==> config.mk <==
export PLATFORM = sky130hd
export DESIGN_NAME = nco_mixer_rt
export DESIGN_NICKNAME = d
export VERILOG_FILES = /design/src/rtl/nco_mixer_pkg.sv /design/src/rtl/mixer_round_sat.sv /design/src/rtl/nco_mixer_rt.sv
export SDC_FILE = /design/constraint.sdc
export NUM_CORES = 1
export LEC_CHECK = 0
export CORE_MARGIN = 10
export CORE_UTILIZATION = 60
export DETAILED_ROUTE_END_ITERATION = 10
export MAX_ROUTING_LAYER = met4
export PLACE_DENSITY = 0.92
export SLEW_MARGIN = 10
export SYNTH_ARGS = -nofsm -noshare
export SYNTH_HDL_FRONTEND = slang
export SYNTH_HIERARCHICAL = 1
export SYNTH_SLANG_ARGS = --single-unit
==> constraint.sdc <==
create_clock -name clk_i -period 7.77 [get_ports clk_i]
set_input_delay 1.1655 -clock clk_i [delete_from_list [all_inputs] [get_ports clk_i]]
set_output_delay 1.1655 -clock clk_i [all_outputs]
set_load 0.005 [all_outputs]
==> src/rtl/nco_mixer_pkg.sv <==
// Shared types and helpers for the NCO mixer: FSM state encoding, default
// widths and the common saturation function.
package nco_mixer_pkg;

    typedef enum logic [1:0] {
        IDLE     = 2'd0,
        WAIT_NCO = 2'd1,
        RUN      = 2'd2
    } state_t;

    localparam int DEF_DW    = 12;
    localparam int DEF_MPR   = 10;
    localparam int DEF_OW    = 16;
    localparam int DEF_SHIFT = 5;
    localparam int PW        = DEF_DW + DEF_MPR;

    // Clip a sign-extended value into the signed range of an ow-bit word.
    function automatic logic signed [63:0] sat_clip(input logic signed [63:0] value,
                                                     input int unsigned       ow);
        logic signed [63:0] hi;
        logic signed [63:0] lo;
        hi = (64'sd1 <<< (ow - 1)) - 64'sd1;
        lo = -(64'sd1 <<< (ow - 1));
        if (value > hi)
            return hi;
        else if (value < lo)
            return lo;
        return value;
    endfunction

endpackage

==> src/rtl/mixer_round_sat.sv <==
// Combinational round-half-up, arithmetic right shift and saturation of the
// full-precision mixer product down to the output width.
module mixer_round_sat #(
    parameter int PW    = nco_mixer_pkg::PW,
    parameter int SHIFT = nco_mixer_pkg::DEF_SHIFT,
    parameter int OW    = nco_mixer_pkg::DEF_OW
) (
    input  logic signed [PW-1:0] p_i,
    output logic signed [OW-1:0] r_o,
    output logic                 sat_o
);
    import nco_mixer_pkg::*;

    // One guard bit so adding the rounding constant cannot wrap.
    localparam logic signed [PW:0] HALF = {{PW{1'b0}}, 1'b1} << (SHIFT - 1);

    logic signed [PW:0]   sum;
    logic signed [PW:0]   shr;
    logic signed [63:0]   ext;
    logic signed [OW-1:0] clip;

    // Round, shift, then clip into the output range.
    always_comb begin
        sum  = {p_i[PW-1], p_i} + HALF;
        shr  = sum >>> SHIFT;
        ext  = 64'(shr);
        clip = OW'(sat_clip(ext, OW));
    end

    assign r_o   = clip;
    assign sat_o = (64'(clip) != ext);

endmodule

==> src/rtl/nco_mixer_rt.sv <==
// Real mixer behind the NCO: multiplies samples by the NCO sine word, rounds
// and saturates over a two-stage pipeline, and tracks NCO readiness.
// Optional feature macro NCO_MIXER_SATCNT_EN adds a saturating clip counter.
module nco_mixer_rt
    import nco_mixer_pkg::*;
#(
    parameter int DW    = DEF_DW,
    parameter int MPR   = DEF_MPR,
    parameter int OW    = DEF_OW,
    parameter int SHIFT = DEF_SHIFT
) (
    input  logic                  clk_i,
    input  logic                  reset_i,
    input  logic                  clken_i,
    input  logic signed [DW-1:0]  din_i,
    input  logic                  din_valid_i,
    input  logic signed [MPR-1:0] nco_sin_i,
    input  logic                  nco_valid_i,
    output logic signed [OW-1:0]  dout_o,
    output logic                  dout_valid_o,
    output logic                  sat_o,
    output logic                  run_o
`ifdef NCO_MIXER_SATCNT_EN
    ,
    output logic [15:0]           sat_cnt_o
`endif
);
    localparam int PWL = DW + MPR;

    state_t                state_q, state_d;
    logic                  v1_q;
    logic signed [PWL-1:0] p_q, p_d;
    logic signed [OW-1:0]  dout_q;
    logic                  sat_q;
    logic                  dv_q;
    logic                  accept;
    logic                  flush;
    logic                  out_ok;
    logic signed [OW-1:0]  r_rs;
    logic                  sat_rs;

    // Next-state logic: leave IDLE on the first enabled cycle, then follow nco_valid.
    always_comb begin
        state_d = state_q;
        case (state_q)
            IDLE:     state_d = WAIT_NCO;
            WAIT_NCO: if (nco_valid_i) state_d = RUN;
            RUN:      if (!nco_valid_i) state_d = WAIT_NCO;
            default:  state_d = IDLE;
        endcase
    end

    assign run_o  = (state_q == RUN);
    assign accept = run_o & din_valid_i & nco_valid_i;
    // Losing the NCO kills everything still in flight so stale phase never leaks out.
    assign flush  = run_o & ~nco_valid_i;
    assign out_ok = v1_q & ~flush;
    assign p_d    = PWL'(din_i) * PWL'(nco_sin_i);

    mixer_round_sat #(
        .PW    (PWL),
        .SHIFT (SHIFT),
        .OW    (OW)
    ) u_round_sat (
        .p_i   (p_q),
        .r_o   (r_rs),
        .sat_o (sat_rs)
    );

    // FSM state and both pipeline stages; everything freezes while clken is low.
    always_ff @(posedge clk_i) begin
        if (reset_i) begin
            state_q <= IDLE;
            v1_q    <= 1'b0;
            p_q     <= '0;
            dout_q  <= '0;
            sat_q   <= 1'b0;
            dv_q    <= 1'b0;
        end else if (clken_i) begin
            state_q <= state_d;
            v1_q    <= accept;
            if (accept)
                p_q <= p_d;
            dv_q    <= out_ok;
            if (out_ok) begin
                dout_q <= r_rs;
                sat_q  <= sat_rs;
            end
        end
    end

    assign dout_o       = dout_q;
    assign dout_valid_o = dv_q;
    assign sat_o        = sat_q;

`ifdef NCO_MIXER_SATCNT_EN
    logic [15:0] sat_cnt_q;

    // Count clipped output samples, sticking at all-ones instead of wrapping.
    always_ff @(posedge clk_i) begin
        if (reset_i)
            sat_cnt_q <= '0;
        else if (clken_i && out_ok && sat_rs && (sat_cnt_q != 16'hFFFF))
            sat_cnt_q <= sat_cnt_q + 16'd1;
    end

    assign sat_cnt_o = sat_cnt_q;
`endif

endmodule

==> results_dict.tcl <==
set metrics [dict create \
    result_of_the_run "completed" \
    syn-cell-area_um2 6745 \
    grt_pass1_wl_um 26680 \
    power_frac_clock_pct 9.8 \
    rsz_0062_raised_after_global_routing "false" \
    gp_routability_congestion 0.9910 \
    gr-total-overflow 0 \
    number_of_buffers_inserted_by_hold_repair_at_cts 0 \
    power.sequential.fraction_pct 8.5 \
    regToRegStartpoint "p_q[5]$_SDFFE_PP0P_" \
    final_hold_viol_count 0 \
    area_delta_synth_final_pct 9.980 \
    cts-buffers-inserted 5 \
    critical_path_required_ns 7.96 \
    fraction_of_final_layout_cells_sized_beyond_drive_strength_1_pct 4.111 \
    crit_chain "clkdlybuf4s50_1 > and2_1 > fa_1 > inv_1 > fa_1 > inv_1 > fa_1 > fa_1 > inv_1 > fa_1 > inv_1 > ha_1 > a21oi_1 > nand2b_1 > o21ai_1 > nand4b_1 > o31ai_2 > xor2_1 > a211oi_1" \
    cts_setup_buffers 0 \
    vdd_drop_max_mv 0.3995 \
    clock_path_buffers 2 \
    power.leakage_nw 3.515 \
    antenna_found_initial 0 \
    grtUsageTotal_pct 19.98 \
    min_period_over_period_pct 83.71 \
    setup-violations-final 0 \
    timing.reg2reg.setup_slack_ns 5.18 \
    post_layout_nonfiller_instances 967 \
    clock-root-buffer "clkbuf_16" \
    combinationalPowerShare_pct 81.7 \
    regToRegEndpoint "dout_o[11]$_SDFFE_PP0P_" \
    internal_power_w 0.001227 \
    first_iter_violations 353 \
    clock_sinks 39 \
    crit_path_start_kind "primary input" \
    startpoint "nco_sin_i[2]" \
    rows 38 \
    fin_setup_tns_ns 0 \
    min_path_type "reg2reg" \
    avgSynthCellArea_um2 8.348 \
    die_area_um2 15880 \
    worstSkewPairLatency_ns 0.28 \
    critPathBufInv 5 \
    maxSlewHeadroom_pct 23.02 \
    p_per_area_nw_per_um2 331.4 \
    max_clock_freq_mhz 153.7 \
    reg2regPathDepth 8 \
    finalWirelength_um 14750 \
    route.detailed.wl_per_inst_um 15.25 \
    power.switching_fraction_pct 50.08 \
    worst-endpoint-arrival_ns 6.69 \
    average_vias_per_placed_instance 5.636 \
    worst-setup-path-type "in2reg" \
    timing.final.ws_setup_ns 1.266 \
    antenna_cells 0 \
    hold_worst_slack_ns 0.4528 \
    cts-resized-gates 0 \
    cts_htree_levels 2 \
    tritoncts_clock_tree "yes" \
    die_width_um 126.0 \
    min_delay_worst_endpoint "dout_o[9]$_SDFFE_PP0P_" \
    max_cap_violations 0 \
    finalNetCount 1014 \
    worst_pin_slew_ns 1.155 \
    grt_pass1_vias 5927 \
    post_synthesis_cells 808 \
    initial_utilization_pct 61.68 \
    slowest_delay_ns 0.62 \
    final_antenna_net_count 0 \
    layout_commonest_cell "inv_1" \
    critical-path-top-cell-by-count "fa_1" \
    detailroute.via_count 5450 \
    critical_path_peak_fanout 12 \
    min-delay-start "dout_o[9]$_SDFFE_PP0P_" \
    area_of_combinational_cells_with_multiple_inputs_um2 5234 \
    cp_top_family "adder cells" \
    grt_start_max_net_pins 45 \
    most-common-layout-cells "153 x inv_1, 128 x nand2_1, 107 x fa_1" \
    std_cell_core_area_um2 10940 \
    n_fill_cell 822 \
    critical-path-slowest-cell "clkdlybuf4s50_1" \
    synth_warnings 6 \
    period_needed_ns 6.504 \
    fin_skew_ns 0.005584 \
    clk_pin_slew_ns 0.06 \
    hold_path_depth 2 \
    preCtsSetupSlack_ns 0.9934 \
    crit_path_end_kind "register" \
    dp.cells 959 \
    total_switching_power_w 0.001231 \
    place_hpwl_um 11930 \
    remaining_drc_errors 0 \
    register_area_um2 780.7 \
    count_of_input_and_output_buffers 45 \
    fp.dieH_um 126.0 \
    final-max-slew-violation-count 0 \
    io_pins 46 \
    synthesis.nets 996 \
    drt_first_pass_iters 5 \
]
[power by group through the flow]
stage,sequential (W),clock [W],combinational [W]
after CTS,0.000209,0.000243,0.00200
after detailed placement,0.000214,0,0.00199
after global routing,0.000210,0.000251,0.00233
final,0.000210,0.000241,0.00201
after floorplan,0.000211,0,0.00162
after global placement,0.000213,0,0.00191
[worst max path at each step]
stage               slack [ns]                    to  depth (start not counted)
global route              0.91  p_q[19]$_SDFFE_PP0P_                         19
global placement          1.14  p_q[19]$_SDFFE_PP0P_                         19
floorplan                 1.83  p_q[19]$_SDFFE_PP0P_                         19
CTS                       1.28  p_q[19]$_SDFFE_PP0P_                         19
finish                    1.27  p_q[19]$_SDFFE_PP0P_                         19
detailed placement        0.99  p_q[19]$_SDFFE_PP0P_                         19
[sequential cells by signal, summed over array words and instances, names as in the netlist]
name and count:
dout_o 16, dout_valid_o 1, p_q 18, sat_o 1
state_q 2, v1_q 1
[routing by layer]
metal	track usage [%]	share of wire, %	vias to the layer above
met5	-	0	-
met4	6.162	2.4	0
met3	3.062	6.0	37
met2	35.42	53	202
met1	22.66	39	2653
li1	-	-	2558
[tightest hold or removal path: stages (launching register included)]
cell	delay (ns)
dfxtp_1	0.31
nand2_1	0.05
a21oi_1	0.05
[through the flow]
stage	total power [W]	util [%]	instance area (um^2)
finish	0.002459	67.84	7418
global route	0.002792	67.84	7418
CTS	0.002455	67.84	7418
detailed placement	0.002202	66.25	7244
global placement	0.002122	66.25	7244
floorplan	0.001828	-	6745
[cell type report]
cell class                      instances  share of cell area [%]
Multi-Input combinational cell        578                   70.55
Sequential cell                        39                   10.52
Tap cell                              140                   2.361
Clock buffer                            6                   1.872
Timing Repair Buffer                   49                   6.477
Inverter                              153                   7.742
Clock inverter                          2                  0.4723
No activity file was read; power rests on OpenSTA's default activity.
